$ cat config.mk
export PLATFORM = sky130hd
export DESIGN_NAME = lockout_controller
export DESIGN_NICKNAME = d
export VERILOG_FILES = /design/src/rtl/lockout_controller.sv
export SDC_FILE = /design/constraint.sdc
export NUM_CORES = 1
export LEC_CHECK = 0
export ABC_AREA = 1
export CAP_MARGIN = 20
export CORE_UTILIZATION = 45
export CTS_CLUSTER_SIZE = 10
export DETAILED_ROUTE_END_ITERATION = 10
export HOLD_SLACK_MARGIN = 0.06
export PLACE_DENSITY = 0.7
export SLEW_MARGIN = 20
export SYNTH_ARGS = -nofsm -noshare
export SYNTH_HDL_FRONTEND = slang
export SYNTH_SLANG_ARGS = --single-unit
$ cat constraint.sdc
create_clock -name clk -period 1.45 [get_ports clk]
set_input_delay 0.2175 -clock clk [delete_from_list [all_inputs] [get_ports clk]]
set_output_delay 0.2175 -clock clk [all_outputs]
set_load 0.02 [all_outputs]
$ cat src/rtl/lockout_controller.sv
// Lockout policy stage: turns unlock / pwd_incorrect result flags into attempt
// outcomes, drives a timed door-open strobe, a consecutive-failure counter and
// a timed lockout that withholds entry_en from the upstream unlocking system.
module lockout_controller #(
    parameter int unsigned MAX_FAILS      = 3,
    parameter int unsigned OPEN_CYCLES    = 8,
    parameter int unsigned LOCKOUT_CYCLES = 16
) (
    input  logic                             clk,
    input  logic                             rst_n,
    input  logic                             unlock,
    input  logic                             pwd_incorrect,
    input  logic                             admin_clear,
    output logic                             entry_en,
    output logic                             door_open,
    output logic                             locked_out,
    output logic                             alarm,
    output logic [$clog2(MAX_FAILS+1)-1:0]   fail_count
);

    localparam int unsigned CntW     = $clog2(MAX_FAILS + 1);
    localparam int unsigned TimerMax = (OPEN_CYCLES > LOCKOUT_CYCLES) ? OPEN_CYCLES
                                                                       : LOCKOUT_CYCLES;
    // A single-cycle maximum would give a zero-width timer; keep one bit.
    localparam int unsigned TimerW   = (TimerMax > 1) ? $clog2(TimerMax) : 1;

    localparam logic [CntW-1:0]   CntLast  = CntW'(MAX_FAILS - 1);
    localparam logic [CntW-1:0]   CntMax   = CntW'(MAX_FAILS);
    localparam logic [TimerW-1:0] OpenLoad = TimerW'(OPEN_CYCLES - 1);
    localparam logic [TimerW-1:0] LockLoad = TimerW'(LOCKOUT_CYCLES - 1);

    typedef enum logic [1:0] {
        StArmed,
        StOpen,
        StLockout
    } state_e;

    state_e            state_q, state_d;
    logic [TimerW-1:0] timer_q, timer_d;
    logic [CntW-1:0]   fail_count_q, fail_count_d;
    logic              unlock_prev_q, pwd_prev_q;
    logic              entry_en_q, entry_en_d;
    logic              door_open_q, door_open_d;
    logic              locked_out_q, locked_out_d;
    logic              alarm_q, alarm_d;
    logic              success_ev, failure_ev;

    // Rising-edge detection; history resets high so a level held through reset is ignored.
    always_comb begin
        success_ev = unlock & ~unlock_prev_q;
        failure_ev = pwd_incorrect & ~pwd_prev_q;
    end

    // Next-state, timer, failure count and registered output decode.
    always_comb begin
        state_d      = state_q;
        timer_d      = timer_q;
        fail_count_d = fail_count_q;
        alarm_d      = 1'b0;

        if (admin_clear) begin
            state_d      = StArmed;
            timer_d      = '0;
            fail_count_d = '0;
        end else begin
            unique case (state_q)
                StArmed: begin
                    // Failure wins when both flags rise together.
                    if (failure_ev) begin
                        if (fail_count_q >= CntLast) begin
                            state_d      = StLockout;
                            fail_count_d = CntMax;
                            timer_d      = LockLoad;
                            alarm_d      = 1'b1;
                        end else begin
                            fail_count_d = fail_count_q + CntW'(1);
                        end
                    end else if (success_ev) begin
                        state_d      = StOpen;
                        fail_count_d = '0;
                        timer_d      = OpenLoad;
                    end
                end
                StOpen: begin
                    if (timer_q == '0) begin
                        state_d = StArmed;
                    end else begin
                        timer_d = timer_q - TimerW'(1);
                    end
                end
                StLockout: begin
                    if (timer_q == '0) begin
                        state_d      = StArmed;
                        fail_count_d = '0;
                    end else begin
                        timer_d = timer_q - TimerW'(1);
                    end
                end
                default: begin
                    state_d      = StArmed;
                    timer_d      = '0;
                    fail_count_d = '0;
                end
            endcase
        end

        entry_en_d   = (state_d == StArmed);
        door_open_d  = (state_d == StOpen);
        locked_out_d = (state_d == StLockout);
    end

    // All state, edge history and outputs are registered together.
    always_ff @(posedge clk or negedge rst_n) begin
        if (!rst_n) begin
            state_q       <= StArmed;
            timer_q       <= '0;
            fail_count_q  <= '0;
            unlock_prev_q <= 1'b1;
            pwd_prev_q    <= 1'b1;
            entry_en_q    <= 1'b1;
            door_open_q   <= 1'b0;
            locked_out_q  <= 1'b0;
            alarm_q       <= 1'b0;
        end else begin
            state_q       <= state_d;
            timer_q       <= timer_d;
            fail_count_q  <= fail_count_d;
            unlock_prev_q <= unlock;
            pwd_prev_q    <= pwd_incorrect;
            entry_en_q    <= entry_en_d;
            door_open_q   <= door_open_d;
            locked_out_q  <= locked_out_d;
            alarm_q       <= alarm_d;
        end
    end

    assign entry_en   = entry_en_q;
    assign door_open  = door_open_q;
    assign locked_out = locked_out_q;
    assign alarm      = alarm_q;
    assign fail_count = fail_count_q;

endmodule
==> results.toml, run 1 <==
[run_status]
status = "complete, no violations"

[power]
clkPwrFrac = 0.260
internal-power_mw = 0.6207
power_density_nw_per_um2 = 872.0
sw_frac_of_total = 0.3138
vdd_drop_max_v = 0.0004728
p_leak_nw = 0.5838
comb_power_share = 0.247
pwr-share-seq = 0.493
power_switching_mw = 0.2838

[setup_path]
path_buf_inv = 1
cp-end-kind = "primary output"
rr_startpoint = "state_q[0]$_DFF_PN0_"
arrival_ns = 1.20
cp_top_family = "buffers and inverters"
crit_slowest_cell = "clkdlybuf4s50_1"
crit_type = "reg -> out"
cp.required_ns = 1.23
r2r_slack_ns = 0.08
critical_path.max_fanout = 1
max_stage_delay_ns = 0.59
critical_path.startpoint_type = "flip-flop"
cp_cell_sequence = "clkdlybuf4s50_1"
critPathLaunch = "door_open$_DFF_PN0_"

[sta]
slew_headroom = 0.7212
slew_violations = 0
period_share = 0.9759
setup_viol = 0
skew_ns = 0.004603
rsz0062_at_grt = "false"
tightest_slew_ns = 0.4169
period_minus_slack_ns = 1.415
holdWs_ns = 0.2269
max_freq_ghz = 0.7067
finalHoldViolCount = 0

[cts]
cts_hold_buf = 0
cts_sinks = 14
tritoncts = "done"
cts_setup_buffers = 0
ctsLongestPathBuffers = 2
cts_root_buf = "clkbuf_4"
cts.clk_slew.worst_paths_ns = 0.09
h-tree-depth = 1
clk_latency_ns = 0.28
numCtsBuffers = 3

[logic_synthesis]
synth_cell_types = 18
synth_area_sq_um = 823.3
synth_area_per_cell_sq_um = 7.694
yosysTopAreaCell = "dfrtp_1"
synth_seq_cells = 14
synth_nets = 118
yosysWarnings = 0
seq_area_frac_synth = 0.4301
synth_top_area_frac = 0.3343
synth.area.top_cells = "dfrtp_1 33%, nand2_1 16%, dfstp_2 9.6%"
syn_inst = 107

[routing]
vias = 709
drt-initial-drc-count = 13
via_per_inst = 4.664
drt_wl_total_microns = 1537
dr.pass1.iters = 4
post_drt_wl_per_cell_microns = 10.11
drt.antenna.violating_nets = 0
drcViolationCount = 0

[floorplanning]
die_width_microns = 44.78
floorplan.initialDensity = 0.4768
die-area_sq_um = 2005
die_y_microns = 44.78
coreArea_sq_um = 1727
rows = 15
top_level_ports = 11

[cells_and_area]
fin_cells = 152
final_layout_size_suffix_gt1_frac = 0.2205
antennaDiodeCount = 0
layout_common_cells = "35 x nand2_1, 11 x dfrtp_1, 10 x inv_1, 10 x nand3_1, 9 x inv_2"
nNetsFinal = 139
final_common_cell = "nand2_1"
post-route-util = 0.6007
area_delta_synth_final_pct = 25.99

[place]
gp_congestion = 0.8546
dp.cells = 148
dp_hpwl_microns = 1230
portBuffers = 10

[grt]
grt_overflow = 0
grt_max_degree = 10
grt_pass1_vias = 622
track_usage = 0.1781
grt_pass1_wl_microns = 2546
grt_antenna_before_repair = 0

[hold_path]
hold_class = "in -> async"

[job]
maxCapViolations = 0
==> state kept, by name, indices dropped and copies added (netlist names) <==
name,flops
timer_q,4
alarm,1
locked_out,1
fail_count,2
unlock_prev_q,1
entry_en,1
state_q,2
door_open,1
pwd_prev_q,1
==> cell type report <==
cell class,instances,area (sq um)
Fill cell,160,689.4
Inverter,19,71.32
Tap cell,25,31.28
Clock buffer,4,26.28
Sequential cell,14,354.1
Timing Repair Buffer,16,143.9
Multi-Input combinational cell,74,410.4
==> through the flow <==
step	instance area [sq um]	TNS (ns)	setup slack, ns	power [mW]
finish	1037	0	0.03489	0.9045
global route	1037	0	0.001311	0.9680
CTS	1022	0	0.02723	0.9041
detailed placement	999.7	-0.0008881	-0.0008881	0.6751
global placement	999.7	0	0.03588	0.6702
floorplan	823.3	0	0.08646	0.5932
==> Yosys cell counts, drive strengths merged <==
cell type / instances
nand4: 1
ha: 6
o21ai: 5
nand2: 35
nand3: 13
dfrtp: 11
xnor2: 1
nor3: 1
nor2: 11
inv: 19
dfstp: 3
a21oi: 1
==> layer usage <==
layer | share of wire | vias up | track usage
met1 | 0.48 | 321 | 0.2304
met2 | 0.46 | 13 | 0.2824
met4 | 0.025 | 0 | 0.09091
met3 | 0.035 | 5 | 0.03600
li1 | - | 370 | -
met5 | 0 | - | 0
==> power by group through the flow <==
stage | clock [mW] | sequential [mW] | combinational (mW)
6_report | 0.235 | 0.446 | 0.224
4_1_cts | 0.239 | 0.445 | 0.220
2_1_floorplan | 0 | 0.458 | 0.135
5_1_grt | 0.259 | 0.451 | 0.258
3_3_place_gp | 0 | 0.452 | 0.218
3_5_place_dp | 0 | 0.452 | 0.223
==> repair_timing <==
action                                  CTS  global route
resized for setup                         3             5
endpoints found under the setup margin    3             7
pin swaps                                 0             1
==> kinds of logic after synthesis <==
| family | Yosys count | share of synthesized area |
|---|---|---|
| buffers and inverters | 19 | 0.08663 |
| and+or+nand+nor | 61 | 0.3450 |
| adders and majority gates | 6 | 0.09118 |
| xor gates and xnor gates | 1 | 0.01064 |
| DFF | 14 | 0.4301 |
| AOI/OAI and AO/OA | 6 | 0.03646 |
==> path summary, 6_finish.rpt <==
kind	to	cells past startpoint
max in group asynchronous	fail_count[0]$_DFFE_PN0P_	2
worst min register to register	timer_q[1]$_DFFE_PN0P_	2
min in group clk	unlock_prev_q$_DFF_PN1_	1
worst max-delay path	door_open	1
worst max register to register	timer_q[0]$_DFFE_PN0P_	9
worst min-delay path	fail_count[1]$_DFFE_PN0P_	1
Power figures use the tool's default switching activity.
==> run 2, diff against run 1 <==
--- a/config.mk
+++ b/config.mk
@@ -10,6 +10,7 @@
 export CORE_UTILIZATION = 45
 export CTS_CLUSTER_SIZE = 10
 export DETAILED_ROUTE_END_ITERATION = 10
+export GPL_TIMING_DRIVEN = 0
 export HOLD_SLACK_MARGIN = 0.06
 export PLACE_DENSITY = 0.7
 export SLEW_MARGIN = 20
==> run 2 against run 1 <==
Compared with the run above:
- flip-flop and latch count stayed put
- routed wire length rose by 7.1%
- sequential share of layout area decreased by 0.16 points
- critical path type unchanged
- largest power group unchanged
==> results.toml, run 2 (synthesis results as in run 1) <==
[floorplanning]
rows = 15
die-area_sq_um = 2005
top_level_ports = 11
floorplan.initialDensity = 0.4768
coreArea_sq_um = 1727
die_width_microns = 44.78
die_y_microns = 44.78

[place]
dp_hpwl_microns = 1126
dpl-instance-area_sq_um = 954.7
gp_congestion = 0.8499
portBuffers = 10

[sta]
tightest_slew_ns = 0.6528
slew_violations = 0
finalHoldViolCount = 0
setup_viol = 0
period_share = 0.9681
fin_tns_setup_ns = 0
slew_headroom = 0.5634
skew_ns = 0.01082
holdWs_ns = 0.3272
period_minus_slack_ns = 1.404
max_freq_ghz = 0.7124

[power]
sw_frac_of_total = 0.3141
vdd_drop_max_v = 0.0005080
p_leak_nw = 0.5985
comb_power_share = 0.250
clkPwrFrac = 0.259
power_density_nw_per_um2 = 868.7
internal-power_mw = 0.6210
power_switching_mw = 0.2844
pwr-share-seq = 0.491

[routing]
drt_wl_total_microns = 1646
vias = 731
dr.pass1.iters = 4
drcViolationCount = 0
drt-initial-drc-count = 8
via_per_inst = 4.809
drt.antenna.violating_nets = 0
post_drt_wl_per_cell_microns = 10.83

[grt]
grt_pass1_vias = 629
grt_antenna_before_repair = 0
grt_pass1_wl_microns = 2511
grt_max_degree = 15
grt_overflow = 0
track_usage = 0.1731

[setup_path]
arrival_ns = 1.19
critical_path.max_fanout = 1
crit_type = "reg -> out"
crit_slowest_cell = "clkdlybuf4s50_1"
path_buf_inv = 1
cp-end-kind = "primary output"
cp_cell_sequence = "clkdlybuf4s50_1"
critical_path.startpoint_type = "flip-flop"
cp.required_ns = 1.23
max_stage_delay_ns = 0.59
cp_top_family = "buffers and inverters"

[cells_and_area]
layout_common_cells = "35 x nand2_1, 11 x inv_1, 11 x dfrtp_1"
final_common_cell = "nand2_1"
antennaDiodeCount = 0
largest_reg_flops = 4
final_layout_size_suffix_gt1_frac = 0.2205
nNetsFinal = 139
stdcell_area_sq_um = 1042
largest_register = "timer_q"
area_delta_synth_final_pct = 26.60

[cts]
cts_sinks = 14
h-tree-depth = 1
cts.clk_slew.worst_paths_ns = 0.09
clk_latency_ns = 0.28
ctsLongestPathBuffers = 2
cts_root_buf = "clkbuf_4"
numCtsBuffers = 3
cts_hold_buf = 0
tritoncts = "done"

[run_status]
status = "complete, no violations"

[hold_path]
hold_class = "in -> async"

[job]
maxCapViolations = 0
[run 2: changes by cell type in the layout (fill, tap and decap cells not counted)]
cell / before / now
nor2_2: 2 / 3
inv_1: 10 / 11
clkdlybuf4s50_1: 6 / 5
nor2_1: 8 / 7
dlymetal6s2s_1: 1 / 2
inv_2: 9 / 8
[run 2: stage by stage]
stage	setup slack, ns	utilization	total power, mW	instances
final	0.04626	0.6036	0.9054	152
after global routing	-0.0004394	0.6036	0.9647	152
after CTS	0.003405	0.5761	0.8932	148
after detailed placement	-0.07058	0.5529	0.6607	142
after global placement	-0.04596	0.5529	0.6511	142
after floorplan	0.08646	-	0.5932	107
[run 2: worst paths after layout]
kind / from / to / slack [ns] / depth (start not counted)
worst min register to register: timer_q[1]$_DFFE_PN0P_ / timer_q[1]$_DFFE_PN0P_ / 0.49 / 2
worst max register to register: state_q[1]$_DFF_PN0_ / timer_q[3]$_DFFE_PN0P_ / 0.11 / 9
max in group asynchronous: rst_n / state_q[0]$_DFF_PN0_ / 0.69 / 1
worst min-delay path: rst_n / alarm$_DFF_PN0_ / 0.33 / 1
worst max-delay path: locked_out$_DFF_PN0_ / locked_out / 0.05 / 1
min in group clk: unlock / unlock_prev_q$_DFF_PN1_ / 0.40 / 1
[run 2: what timing repair did]
| action | in CTS | in global routing |
|---|---|---|
| resized for setup | 6 | 4 |
| setup endpoints to repair | 7 | 6 |
| buffers inserted | 2 | 4 |
| pin swaps | 2 | 4 |
| hold endpoints to repair | 0 | 0 |
[run 2: worst register-to-register path, delay by kind of cell (launching register included)]
kind	cells	cell delay, ns
buf+inv	2	0.16
flops	1	0.40
simple gates	6	0.54
fa+ha+maj	1	0.15
[run 2: final cells by class]
| cell class | instances | area (sq um) |
|---|---|---|
| fill | 156 | 684.4 |
| multi-input combinational | 74 | 412.9 |
| sequential | 14 | 354.1 |
| timing repair buffer | 16 | 146.4 |
| inverter | 19 | 71.32 |
| tap | 25 | 31.28 |
| clock buffer | 4 | 26.28 |
[run 2: power by group through the flow]
stage	logic [mW]	clock network [mW]	registers [mW]
3_3_place_gp	0.200	0	0.452
3_5_place_dp	0.208	0	0.453
6_report	0.227	0.234	0.444
5_1_grt	0.255	0.260	0.449
4_1_cts	0.211	0.237	0.444
2_1_floorplan	0.135	0	0.458
[run 2: routing by layer]
layer	part of all wire	vias up	track usage
met2	0.50	26	0.2882
li1	-	367	-
met4	0.014	0	0.08485
met3	0.046	4	0.03600
met1	0.44	334	0.2132
met5	0	-	0
